$ cat config.mk
export PLATFORM = sky130hd
export DESIGN_NAME = dcache_flush_ctrl
export DESIGN_NICKNAME = d
export VERILOG_FILES = /design/src/rtl/dcache_flush_ctrl.sv
export SDC_FILE = /design/constraint.sdc
export NUM_CORES = 1
export LEC_CHECK = 0
export CAP_MARGIN = 10
export CORE_UTILIZATION = 41
export CTS_CLUSTER_DIAMETER = 50
export DETAILED_ROUTE_END_ITERATION = 7
export GPL_TIMING_DRIVEN = 0
export PLACE_DENSITY = 0.81
export SETUP_SLACK_MARGIN = 0.1
export SLEW_MARGIN = 20
export SYNTH_ARGS = -nofsm -noshare
export SYNTH_HDL_FRONTEND = slang
export SYNTH_SLANG_ARGS = --single-unit
$ cat constraint.sdc
create_clock -name clk -period 1.89 [get_ports clk]
set_input_delay 0.567 -clock clk [delete_from_list [all_inputs] [get_ports clk]]
set_output_delay 0.567 -clock clk [all_outputs]
set_load 0.03 [all_outputs]
$ cat src/rtl/dcache_flush_ctrl.sv
// Flush sequencer and port owner for the 4-way D-cache state array.
// IDLE passes CPU accesses through; a flush walks every set/way, writes back dirty lines, clears state.
`ifndef D_INDEX_WIDTH
`define D_INDEX_WIDTH 2
`endif

module dcache_flush_ctrl #(
  parameter int AW = `D_INDEX_WIDTH,
  parameter int DW = 2
) (
  input  logic          clk,
  input  logic          rst_n,
  input  logic          flush_req,
  output logic          flush_busy,
  output logic          flush_done,
  input  logic [AW-1:0] cpu_index,
  input  logic [1:0]    cpu_way,
  input  logic [DW-1:0] cpu_din,
  input  logic          cpu_we,
  input  logic          cpu_en,
  output logic          cpu_stall,
  output logic [AW-1:0] ds_index,
  output logic [1:0]    ds_way,
  output logic [DW-1:0] ds_din,
  output logic          ds_we,
  output logic          ds_en,
  input  logic [DW-1:0] ds_dout0,
  input  logic [DW-1:0] ds_dout1,
  input  logic [DW-1:0] ds_dout2,
  input  logic [DW-1:0] ds_dout3,
  output logic          wb_req,
  output logic [AW-1:0] wb_index,
  output logic [1:0]    wb_way,
  input  logic          wb_ack,
  output logic [2:0]    dbg_state
);

  localparam int NUM = 1 << AW;
  localparam logic [AW-1:0] LAST_IDX = AW'(NUM - 1);
  localparam logic [DW-1:0] DIRTY_VALID = DW'(2'b11);

  typedef enum logic [2:0] {
    S_IDLE = 3'd0,
    S_RD   = 3'd1,
    S_CHK  = 3'd2,
    S_WB   = 3'd3,
    S_CLR  = 3'd4,
    S_DONE = 3'd5
  } state_t;

  state_t                 state, state_nxt;
  logic [AW-1:0]          idx, idx_nxt;
  logic [1:0]             way, way_nxt;
  logic [3:0][DW-1:0]     snap;

  always_ff @(posedge clk or negedge rst_n) begin
    if (!rst_n) begin
      state <= S_IDLE;
      idx   <= '0;
      way   <= '0;
      snap  <= '0;
    end else begin
      state <= state_nxt;
      idx   <= idx_nxt;
      way   <= way_nxt;
      // One read captures all four ways of the set; CHK then walks the snapshot.
      if (state == S_RD) snap <= {ds_dout3, ds_dout2, ds_dout1, ds_dout0};
    end
  end

  // Handshake: wb_req rises in WB and holds wb_index/wb_way stable until a cycle with wb_ack=1;
  // that cycle completes the transfer, and wb_ack in any other cycle has no effect.
  always_comb begin
    state_nxt  = state;
    idx_nxt    = idx;
    way_nxt    = way;
    ds_index   = idx;
    ds_way     = way;
    ds_din     = '0;
    ds_we      = 1'b0;
    ds_en      = 1'b0;
    wb_req     = 1'b0;
    flush_done = 1'b0;
    case (state)
      S_IDLE: begin
        ds_index = cpu_index;
        ds_way   = cpu_way;
        ds_din   = cpu_din;
        ds_we    = cpu_we;
        ds_en    = cpu_en;
        if (flush_req) begin
          idx_nxt   = '0;
          state_nxt = S_RD;
        end
      end
      S_RD: begin
        ds_en     = 1'b1;
        way_nxt   = '0;
        state_nxt = S_CHK;
      end
      S_CHK: begin
        state_nxt = (snap[way] == DIRTY_VALID) ? S_WB : S_CLR;
      end
      S_WB: begin
        wb_req = 1'b1;
        if (wb_ack) state_nxt = S_CLR;
      end
      S_CLR: begin
        ds_en = 1'b1;
        ds_we = 1'b1;
        if (way != 2'd3) begin
          way_nxt   = way + 2'd1;
          state_nxt = S_CHK;
        end else if (idx == LAST_IDX) begin
          state_nxt = S_DONE;
        end else begin
          idx_nxt   = idx + 1'b1;
          state_nxt = S_RD;
        end
      end
      S_DONE: begin
        flush_done = 1'b1;
        state_nxt  = S_IDLE;
      end
      default: state_nxt = S_IDLE;
    endcase
  end

  assign flush_busy = (state != S_IDLE);
  assign cpu_stall  = flush_busy;
  assign wb_index   = idx;
  assign wb_way     = way;
  assign dbg_state  = state;

endmodule

==> results.yml, run 1 <==
outcome:
  run_status: "complete, but fails checks"
  violations: "setup timing"
setup_path:
  crit_type: "register to primary output"
  cp_num_buf_inv: 3
  cpLargestDelayFamily: "flip-flops"
  slowest_delay_ns: 0.43
  start_kind: "register"
  cp.arrival_ns: 1.86
  critPathMaxFanout: 4
  crit_path_end_kind: "primary output"
  crit_required_ns: 1.32
  crit_path_frequent_cell: "buf_6"
  slowest_stage: "dfrtp_2"
  cp_cell_sequence: "or2_4 > buf_6 > nor2_4 > buf_12 > mux2_4 > buf_6"
timing:
  setup_slack_ns: -0.541
  relSlewSlack_pct: 54.4
  holdWs_ns: 0.506
  period_share_pct: 129
  slew_violations: 0
  fmax_mhz: 411
  hold_violations: 0
  rsz0062_at_grt: "true"
  fin_crit_ns: 2.43
  finalClockSkew_ns: 0.00130
  tightest_slew_ns: 0.682
  setup_viol: 12
yosys:
  syn_inst: 85
  synth_warnings: 0
  synth.cell_area_um2: 890
  synth.net_count: 107
  avgSynthCellArea_um2: 10.5
  synth-seq-cells: 15
  seq_area_frac_synth_pct: 42.2
  synth_cell_types: 35
clock_tree:
  htreeDepth: 1
  cts_buffers: 3
  clkSinkCount: 15
  root_buffer: "clkbuf_4"
  cts.path.max_buffers: 2
  insertion_delay_ns: 0.31
  clk_pin_slew_ns: 0.10
  cts_tree: "yes"
drt:
  drc_errors: 0
  vias: 1032
  wl_per_cell_um: 21.1
  viasPerCell: 5.86
  first_iter_violations: 37
  drt-total-wl_mm: 3.72
  firstDrtPassIters: 4
  ant_nets: 0
layout:
  layout_commonest_cell: "buf_6"
  layout_common_cells: "buf_6, clkdlybuf4s50_1, buf_4"
  nets: 172
  layout-drive-gt1-share_pct: 53.0
  areaGrowthSynthToFinish_pct: 96.3
  diodes: 0
  fin_area_mm2: 0.00175
  fill_cells: 93
global_route:
  grt_first_pass_wirelength_mm: 4.74
  grt_pass1_vias: 1036
  grtUsageTotal_pct: 26.8
  antenna_found_initial: 0
  overflow: 0
  grt_max_degree: 16
place:
  place_congestion: 0.844
  io_buffers: 38
  placed_area_mm2: 0.00133
  dp_hpwl_mm: 1.53
floorplan:
  start_util_pct: 44.4
  die_area_mm2: 0.00236
  ios: 39
  die_h_um: 48.6
  die_x_um: 48.6
  rows: 16
  core_area_mm2: 0.00200
power:
  p_leak_nw: 0.780
  power_density_mw_per_mm2: 1770
  vdd_drop_max_mv: 1.30
run:
  drv_cap: 0
hold_path:
  hp-class: "register to register"
-- layout make-up --
class	count	area (um^2)	area share, %
plain buffers	6	104	5.95
clock buffers	3	22.5	1.29
clock inverters	1	5.00	0.287
inverters	3	18.8	1.07
multi-input cells	61	581	33.2
flip-flops and latches	15	382	21.8
well taps	27	33.8	1.93
repair buffers	60	601	34.4
-- flip-flops by register name, indices dropped and copies added (netlist names) --
name and flops:
dbg_state 3, wb_index 2, wb_way 2, snap 8
-- per-stage QoR --
step / power [mW] / cells / setup TNS, ns / setup WS (ns) / util [%]
final: 3.09 / 176 / -4.36 / -0.541 / 87.3
after global routing: 3.22 / 176 / -4.65 / -0.563 / 87.3
after CTS: 2.66 / 171 / -3.47 / -0.482 / 80.3
after detailed placement: 1.96 / 150 / -5.96 / -0.634 / 66.6
after global placement: 1.92 / 150 / -5.62 / -0.599 / 66.6
after floorplan: 1.50 / 85 / -0.310 / -0.0697 / -
-- metal layers --
layer	track usage (%)	vias to the layer above	routed length (um)
li1	-	441	-
met1	30.5	508	1470
met2	46.5	66	1810
met3	4.40	17	238
met4	17.2	0	199
met5	0	-	0
-- path summary, 6_finish.rpt --
kind,startpoint,endpoint,slack [ns],depth (start not counted)
max in group asynchronous,rst_n,wb_way[1],0.75,1
min in group asynchronous,rst_n,snap[3],0.66,1
worst max register to register,dbg_state[1],wb_way[1],0.08,9
worst min-delay path,snap[5],snap[5],0.51,1
worst max-delay path,dbg_state[1],ds_index[0],-0.54,6
worst min register to register,snap[5],snap[5],0.51,1
-- synthesized netlist by cell type --
master | count | share of area, %
a21oi_1 | 2 | 1.1
a22o_1 | 3 | 3.0
a31oi_1 | 1 | 0.70
a32o_1 | 1 | 1.1
and2_1 | 2 | 1.4
and3b_1 | 1 | 0.98
buf_2 | 2 | 1.1
buf_4 | 1 | 0.84
buf_6 | 1 | 1.3
clkbuf_1 | 2 | 0.84
dfrtp_1 | 15 | 42
ha_1 | 2 | 2.8
inv_1 | 3 | 1.3
mux2_1 | 2 | 2.5
mux2_2 | 10 | 13
nand2_1 | 5 | 2.1
nand2b_1 | 1 | 0.70
nand3_1 | 1 | 0.56
nand4_1 | 3 | 2.1
nand4b_1 | 2 | 2.0
nand4bb_1 | 1 | 1.3
nor2_1 | 7 | 3.0
nor2_4 | 2 | 2.5
nor2b_1 | 3 | 2.1
nor3_1 | 1 | 0.56
nor3b_1 | 1 | 0.84
o21ai_0 | 1 | 0.56
o21ai_1 | 1 | 0.56
o21bai_1 | 1 | 0.84
o221ai_1 | 2 | 2.0
o311ai_1 | 1 | 0.98
o31ai_1 | 1 | 0.84
o41ai_1 | 1 | 0.98
or2_0 | 1 | 0.70
or3b_1 | 1 | 0.98
-- worst reg2reg max path, cell delays in order (launching register included) --
cell     delay, ns
dfrtp_2       0.43
or2_4         0.26
buf_6         0.13
buf_4         0.13
buf_6         0.11
buf_6         0.11
buf_4         0.13
nor2_1        0.13
a22o_1        0.17
a22o_1        0.14
-- report_power, final --
| part | internal, mW | leakage, nW | switching [mW] | total, mW |
|---|---|---|---|---|
| Combinational | 1.21 | 0.581 | 1.10 | 2.32 |
| Sequential | 0.459 | 0.181 | 0.114 | 0.573 |
| Clock | 0.0793 | 0.0177 | 0.123 | 0.202 |
-- timing repair --
action	in CTS	in global routing
resized for setup	118	26
endpoints found under the setup margin	19	20
pin swaps	7	7
hold buffers	0	0
cloned	0	1
setup buffers	17	7
-- cell families after synthesis --
kind of cell / count (synthesis) / synth area share [%]
AND/OR/NAND/NOR: 32 / 21.8
flip-flops: 15 / 42.2
multiplexers: 12 / 15.2
buffers and inverters: 9 / 5.35
AO/OA/AOI/OAI: 15 / 12.7
adder cells (fa/ha/maj): 2 / 2.81
No activity file was read; power rests on OpenSTA's default activity.
==> inputs of run 2 (changes only) <==
--- a/config.mk
+++ b/config.mk
@@ -8,4 +8,5 @@
 export CAP_MARGIN = 10
 export CORE_UTILIZATION = 41
+export CTS_BUF_LIST = sky130_fd_sc_hd__clkbuf_16
 export CTS_CLUSTER_DIAMETER = 50
 export DETAILED_ROUTE_END_ITERATION = 7
==> constraint.sdc (replaced) <==
create_clock -name clk -period 1.89 [get_ports clk]
set_input_delay 0.567 -clock clk [delete_from_list [all_inputs] [get_ports clk]]
set_output_delay 0.567 -clock clk [all_outputs]
set_load 0.005 [all_outputs]
==> run 2 against run 1 <==
The run still ends with setup timing left. Largest power group unchanged. Cell count decreased by 1.7%. Register-to-register slack gained 0.10 ns. Core utilization shrank 7.1 points. Via count shrank 9.1%. Cell area is 8.2% lower. Critical path type unchanged. Clock power increased by 99%.
==> results.yml, run 2 (same netlist as run 1, synthesis figures left out) <==
setup_path:
  slowest_delay_ns: 0.37
  reg2reg_depth: 8
  start_kind: "register"
  crit_required_ns: 1.32
  critPathMaxFanout: 4
  r2r_setup_slack_ns: 0.18
  crit_path_end_kind: "primary output"
  cp.arrival_ns: 1.70
  cp_cell_sequence: "or2_0 > buf_4 > nor2_4 > buf_6 > mux2_4 > buf_6"
  crit_path_frequent_cell: "buf_6"
  slowest_stage: "dfrtp_1"
  crit_type: "register to primary output"
power:
  power_density_mw_per_mm2: 1550
  p_leak_nw: 0.766
  p_int_mw: 1.64
  vdd_drop_max_mv: 1.19
  switching_share_pct: 33.7
  share_seq_of_total_power_pct: 22.3
  comb_power_share_pct: 61.5
  switching_power_mw: 0.836
  clkPwrFrac_pct: 16.2
layout:
  areaGrowthSynthToFinish_pct: 80.3
  layout-drive-gt1-share_pct: 43.8
  layout_common_cells: "clkdlybuf4s50_1, buf_4, dfrtp_1"
  regArea_um2: 378
  nets: 169
  multi_input_area_um2: 526
  largest_reg_flops: 8
  diodes: 0
  layout_commonest_cell: "clkdlybuf4s50_1"
  fill_cells: 120
  fin_area_mm2: 0.00160
  largest_register: "snap"
hold_path:
  hp-class: "register to register"
  hold_path_depth: 1
outcome:
  violations: "setup timing"
  run_status: "complete, but fails checks"
drt:
  wl_per_cell_um: 15.5
  vias: 938
  drc_errors: 0
  viasPerCell: 5.42
  drt-total-wl_mm: 2.69
  firstDrtPassIters: 4
  first_iter_violations: 28
  ant_nets: 0
clock_tree:
  root_buffer: "clkbuf_16"
  clk_pin_slew_ns: 0.05
  htreeDepth: 1
  insertion_delay_ns: 0.24
  cts.path.max_buffers: 2
  clkSinkCount: 15
  cts_tree: "yes"
  cts_buffers: 3
timing:
  fin_crit_ns: 2.27
  setup_slack_ns: -0.381
  relSlewSlack_pct: 55.7
  setup_viol: 9
  tightest_slew_ns: 0.663
  slew_violations: 0
  fmax_mhz: 440
  hold_violations: 0
  holdWs_ns: 0.488
  finalClockSkew_ns: 0.00107
  rsz0062_at_grt: "true"
  period_share_pct: 120
global_route:
  grtUsageTotal_pct: 23.4
  overflow: 0
  grt_pass1_vias: 911
  grt_first_pass_wirelength_mm: 4.26
  grt_max_degree: 16
  antenna_found_initial: 0
run:
  drv_cap: 0
place:
  place_congestion: 0.835
  placed_area_mm2: 0.00130
  io_buffers: 38
  dp_hpwl_mm: 1.47
floorplan:
  die_x_um: 48.6
  die_area_mm2: 0.00236
  ios: 39
  core_area_mm2: 0.00200
  rows: 16
  start_util_pct: 44.4
  die_h_um: 48.6
==> run 2: worst paths after layout <==
check,startpoint,to
worst max-delay path,dbg_state[1],ds_way[0]
max in group asynchronous,rst_n,wb_way[1]
worst min register to register,snap[1],snap[1]
worst max register to register,dbg_state[1],dbg_state[2]
worst min-delay path,snap[1],snap[1]
min in group asynchronous,rst_n,dbg_state[1]
==> run 2: final cells by class <==
cell class | instances | share of cell area (%)
plain buffers | 5 | 3.04
clock buffers | 3 | 4.68
clock inverters | 1 | 0.234
inverters | 3 | 0.858
multi-input cells | 61 | 32.8
flip-flops and latches | 15 | 23.6
well taps | 27 | 2.11
repair buffers | 58 | 32.8
==> run 2: power groups by stage <==
| stage | Combinational (mW) | Sequential [mW] | Clock [mW] |
|---|---|---|---|
| 3_3_place_gp | 1.03 | 0.545 | 0 |
| 4_1_cts | 1.46 | 0.547 | 0.405 |
| 2_1_floorplan | 0.619 | 0.532 | 0 |
| 6_report | 1.52 | 0.552 | 0.402 |
| 3_5_place_dp | 1.05 | 0.555 | 0 |
| 5_1_grt | 1.64 | 0.564 | 0.419 |
==> run 2: routing by layer <==
| metal | up-vias | GRT usage [%] | wire, um |
|---|---|---|---|
| met2 | 53 | 40.4 | 1380 |
| met5 | - | 0 | 0 |
| met1 | 446 | 29.7 | 1040 |
| li1 | 433 | - | - |
| met4 | 0 | 5.88 | 44 |
| met3 | 6 | 5.03 | 222 |
==> run 2: critical path: cells and delay by family, from the launching register on <==
family,cells,cell delay [ns]
buffers and inverters,3,0.40
DFF,1,0.37
muxes,1,0.29
and+or+nand+nor,2,0.39
==> run 2: repair_timing <==
item	in CTS	in global routing
gates resized for setup	78	14
buffers inserted	15	8
pin swaps	5	4
endpoints found under the setup margin	14	20
hold buffers	0	0
==> run 2: stage by stage <==
step	worst slack (ns)	TNS (ns)	total power [mW]	std cells	util, %
floorplan	0.0911	0	1.15	85	-
global placement	-0.455	-3.59	1.57	150	65.1
detailed placement	-0.476	-3.87	1.61	150	65.1
CTS	-0.368	-2.60	2.41	169	78.9
global route	-0.427	-2.98	2.62	173	80.1
finish	-0.381	-2.57	2.48	173	80.1
==> inputs of run 3 (changes only) <==
--- a/config.mk
+++ b/config.mk
@@ -7,5 +7,8 @@
 export LEC_CHECK = 0
 export CAP_MARGIN = 10
-export CORE_UTILIZATION = 41
+export CELL_PAD_IN_SITES_DETAIL_PLACEMENT = 0
+export CELL_PAD_IN_SITES_GLOBAL_PLACEMENT = 1
+export CORE_MARGIN = 10
+export CORE_UTILIZATION = 30
 export CTS_BUF_LIST = sky130_fd_sc_hd__clkbuf_16
 export CTS_CLUSTER_DIAMETER = 50
==> constraint.sdc (replaced) <==
create_clock -name clk -period 1.89 [get_ports clk]
set_input_delay 0.378 -clock clk [delete_from_list [all_inputs] [get_ports clk]]
set_output_delay 0.378 -clock clk [all_outputs]
set_load 0.005 [all_outputs]
==> run 3 against run 2 <==
The run still ends with setup timing left. Critical path depth is the same. Setup slack better by 0.22 ns. Sequential share of layout area up 0.58 points. Non-clock buffer count decreased by 5. Routed wire length up 3.9%. Die area up 130%. Sequential power down 1%. Cell area shrank 3.0%. Maximum frequency up 11%. Clock power barely moved. Largest power group unchanged.
==> results.yml, run 3 (same netlist as run 1, synthesis figures left out) <==
place:
  placed_cells: 154
  dpl_worst_slack_ns: -0.244
  place_congestion: 0.757
  dp_hpwl_mm: 1.97
  io_buffers: 38
timing:
  fmax_mhz: 487
  period_share_pct: 109
  slew_violations: 0
  rsz0062_at_grt: "true"
  finalClockSkew_ns: 0.00222
  setup_viol: 7
  fin_crit_ns: 2.06
  hold_violations: 0
  setup_slack_ns: -0.165
  tightest_slew_ns: 0.703
  relSlewSlack_pct: 53.0
drt:
  vias: 863
  first_iter_violations: 43
  ant_nets: 0
  firstDrtPassIters: 4
  wl_per_cell_um: 16.2
  viasPerCell: 5.02
  drt-total-wl_mm: 2.79
  drc_errors: 0
clock_tree:
  insertion_delay_ns: 0.24
  root_buffer: "clkbuf_16"
  cts.path.max_buffers: 2
  cts_tree: "yes"
  clkSinkCount: 15
  cts_buffers: 3
  cts_hold_buf: 0
  clk_pin_slew_ns: 0.05
  htreeDepth: 1
floorplan:
  die_x_um: 74.5
  die_h_um: 74.5
  die_area_mm2: 0.00554
  start_util_pct: 31.7
  rows: 19
  core_area_mm2: 0.00281
  ios: 39
setup_path:
  reg2reg_depth: 6
  r2r_start: "dbg_state[0]"
  critPathMaxFanout: 4
  crit_type: "register to primary output"
  r2r_setup_slack_ns: 0.38
  cp.arrival_ns: 1.68
  crit_required_ns: 1.51
  r2r-end: "snap[6]"
  crit_path_end_kind: "primary output"
  start_kind: "register"
hold_path:
  holdPathEnd: "snap[5]"
  worstHoldStart: "snap[5]"
  hp-class: "register to register"
  hold_path_depth: 1
outcome:
  violations: "setup timing"
  run_status: "complete, but fails checks"
power:
  power_density_mw_per_mm2: 1530
  p_leak_nw: 0.708
  total_power_mw: 2.39
  vdd_drop_max_mv: 0.784
layout:
  fill_cells: 255
  final_util_pct: 55.4
  regArea_um2: 375
  multi_input_area_um2: 508
  fin_cells: 172
  largest_reg_flops: 8
  layout-drive-gt1-share_pct: 38.3
  nets: 164
  diodes: 0
  areaGrowthSynthToFinish_pct: 74.8
  layout_commonest_cell: "clkdlybuf4s50_1"
  largest_register: "snap"
  layout_common_cells: "clkdlybuf4s50_1, dfrtp_1, buf_4"
global_route:
  grt_max_degree: 16
  grt_pass1_vias: 894
  grt_first_pass_wirelength_mm: 4.38
  grtUsageTotal_pct: 10.0
  overflow: 0
  antenna_found_initial: 0
run:
  drv_cap: 0
run 3: cell types whose count changed in the layout (fill, tap and decap cells not counted), sizes merged:
cell           change
buf                -5
clkdlybuf4s15      +1
clkdlybuf4s50      +2
dlygate4sd2        -1
dlymetal6s2s       -2
run 3: power breakdown:
part           total (mW)  switching (mW)  internal, mW
sequential          0.546          0.0928         0.454
combinational        1.44           0.571         0.865
clock               0.405           0.125         0.280
run 3: layout make-up:
cell class	count	share of cell area (%)
Buffer	6	4.10
Clock buffer	3	4.83
Clock inverter	1	0.241
Inverter	3	0.885
Multi-Input combinational cell	61	32.7
Sequential cell	15	24.1
Tap cell	31	2.49
Timing Repair Buffer	52	30.7
run 3: worst max-delay path, cell delays in order, from the launching register on:
cell     delay [ns]
dfrtp_1        0.37
or2_1          0.25
buf_6          0.13
nor2_4         0.13
buf_6          0.13
mux2_4         0.30
buf_6          0.12
run 3: stage by stage:
| step | TNS (ns) | instance area (um^2) | hold WS [ns] |
|---|---|---|---|
| 2_1_floorplan | 0 | 890 | 0.0824 |
| 3_3_place_gp | -1.33 | 1310 | 0.468 |
| 3_5_place_dp | -1.42 | 1310 | 0.476 |
| 4_1_cts | -0.818 | 1510 | 0.487 |
| 5_1_grt | -1.26 | 1560 | 0.506 |
| 6_report | -0.794 | 1560 | 0.488 |
run 3: metal layers:
metal / up-vias / GRT usage [%] / part of all wire [%] / wire, um
li1: 424 / - / - / -
met1: 413 / 11.7 / 44 / 1220
met2: 22 / 17.0 / 51 / 1410
met3: 4 / 4.12 / 5.1 / 142
met4: 0 / 1.89 / 0.61 / 17
met5: - / 0 / 0 / 0
run 3: repair_timing:
item,4_1_cts,5_1_grt
setup buffers,11,3
endpoints found under the hold margin,0,0
resized for setup,62,16
setup endpoints to repair,12,12
pin swaps,5,4
run 3: how the worst max path moves through the flow:
stage	startpoint	to	slack, ns	depth (start not counted)
finish	dbg_state[1]	ds_index[1]	-0.17	6
global route	dbg_state[1]	ds_index[0]	-0.23	6
CTS	dbg_state[0]	ds_index[1]	-0.17	6
detailed placement	dbg_state[1]	ds_way[0]	-0.24	5
global placement	dbg_state[1]	ds_index[0]	-0.23	5
floorplan	dbg_state[1]	ds_index[0]	0.28	4
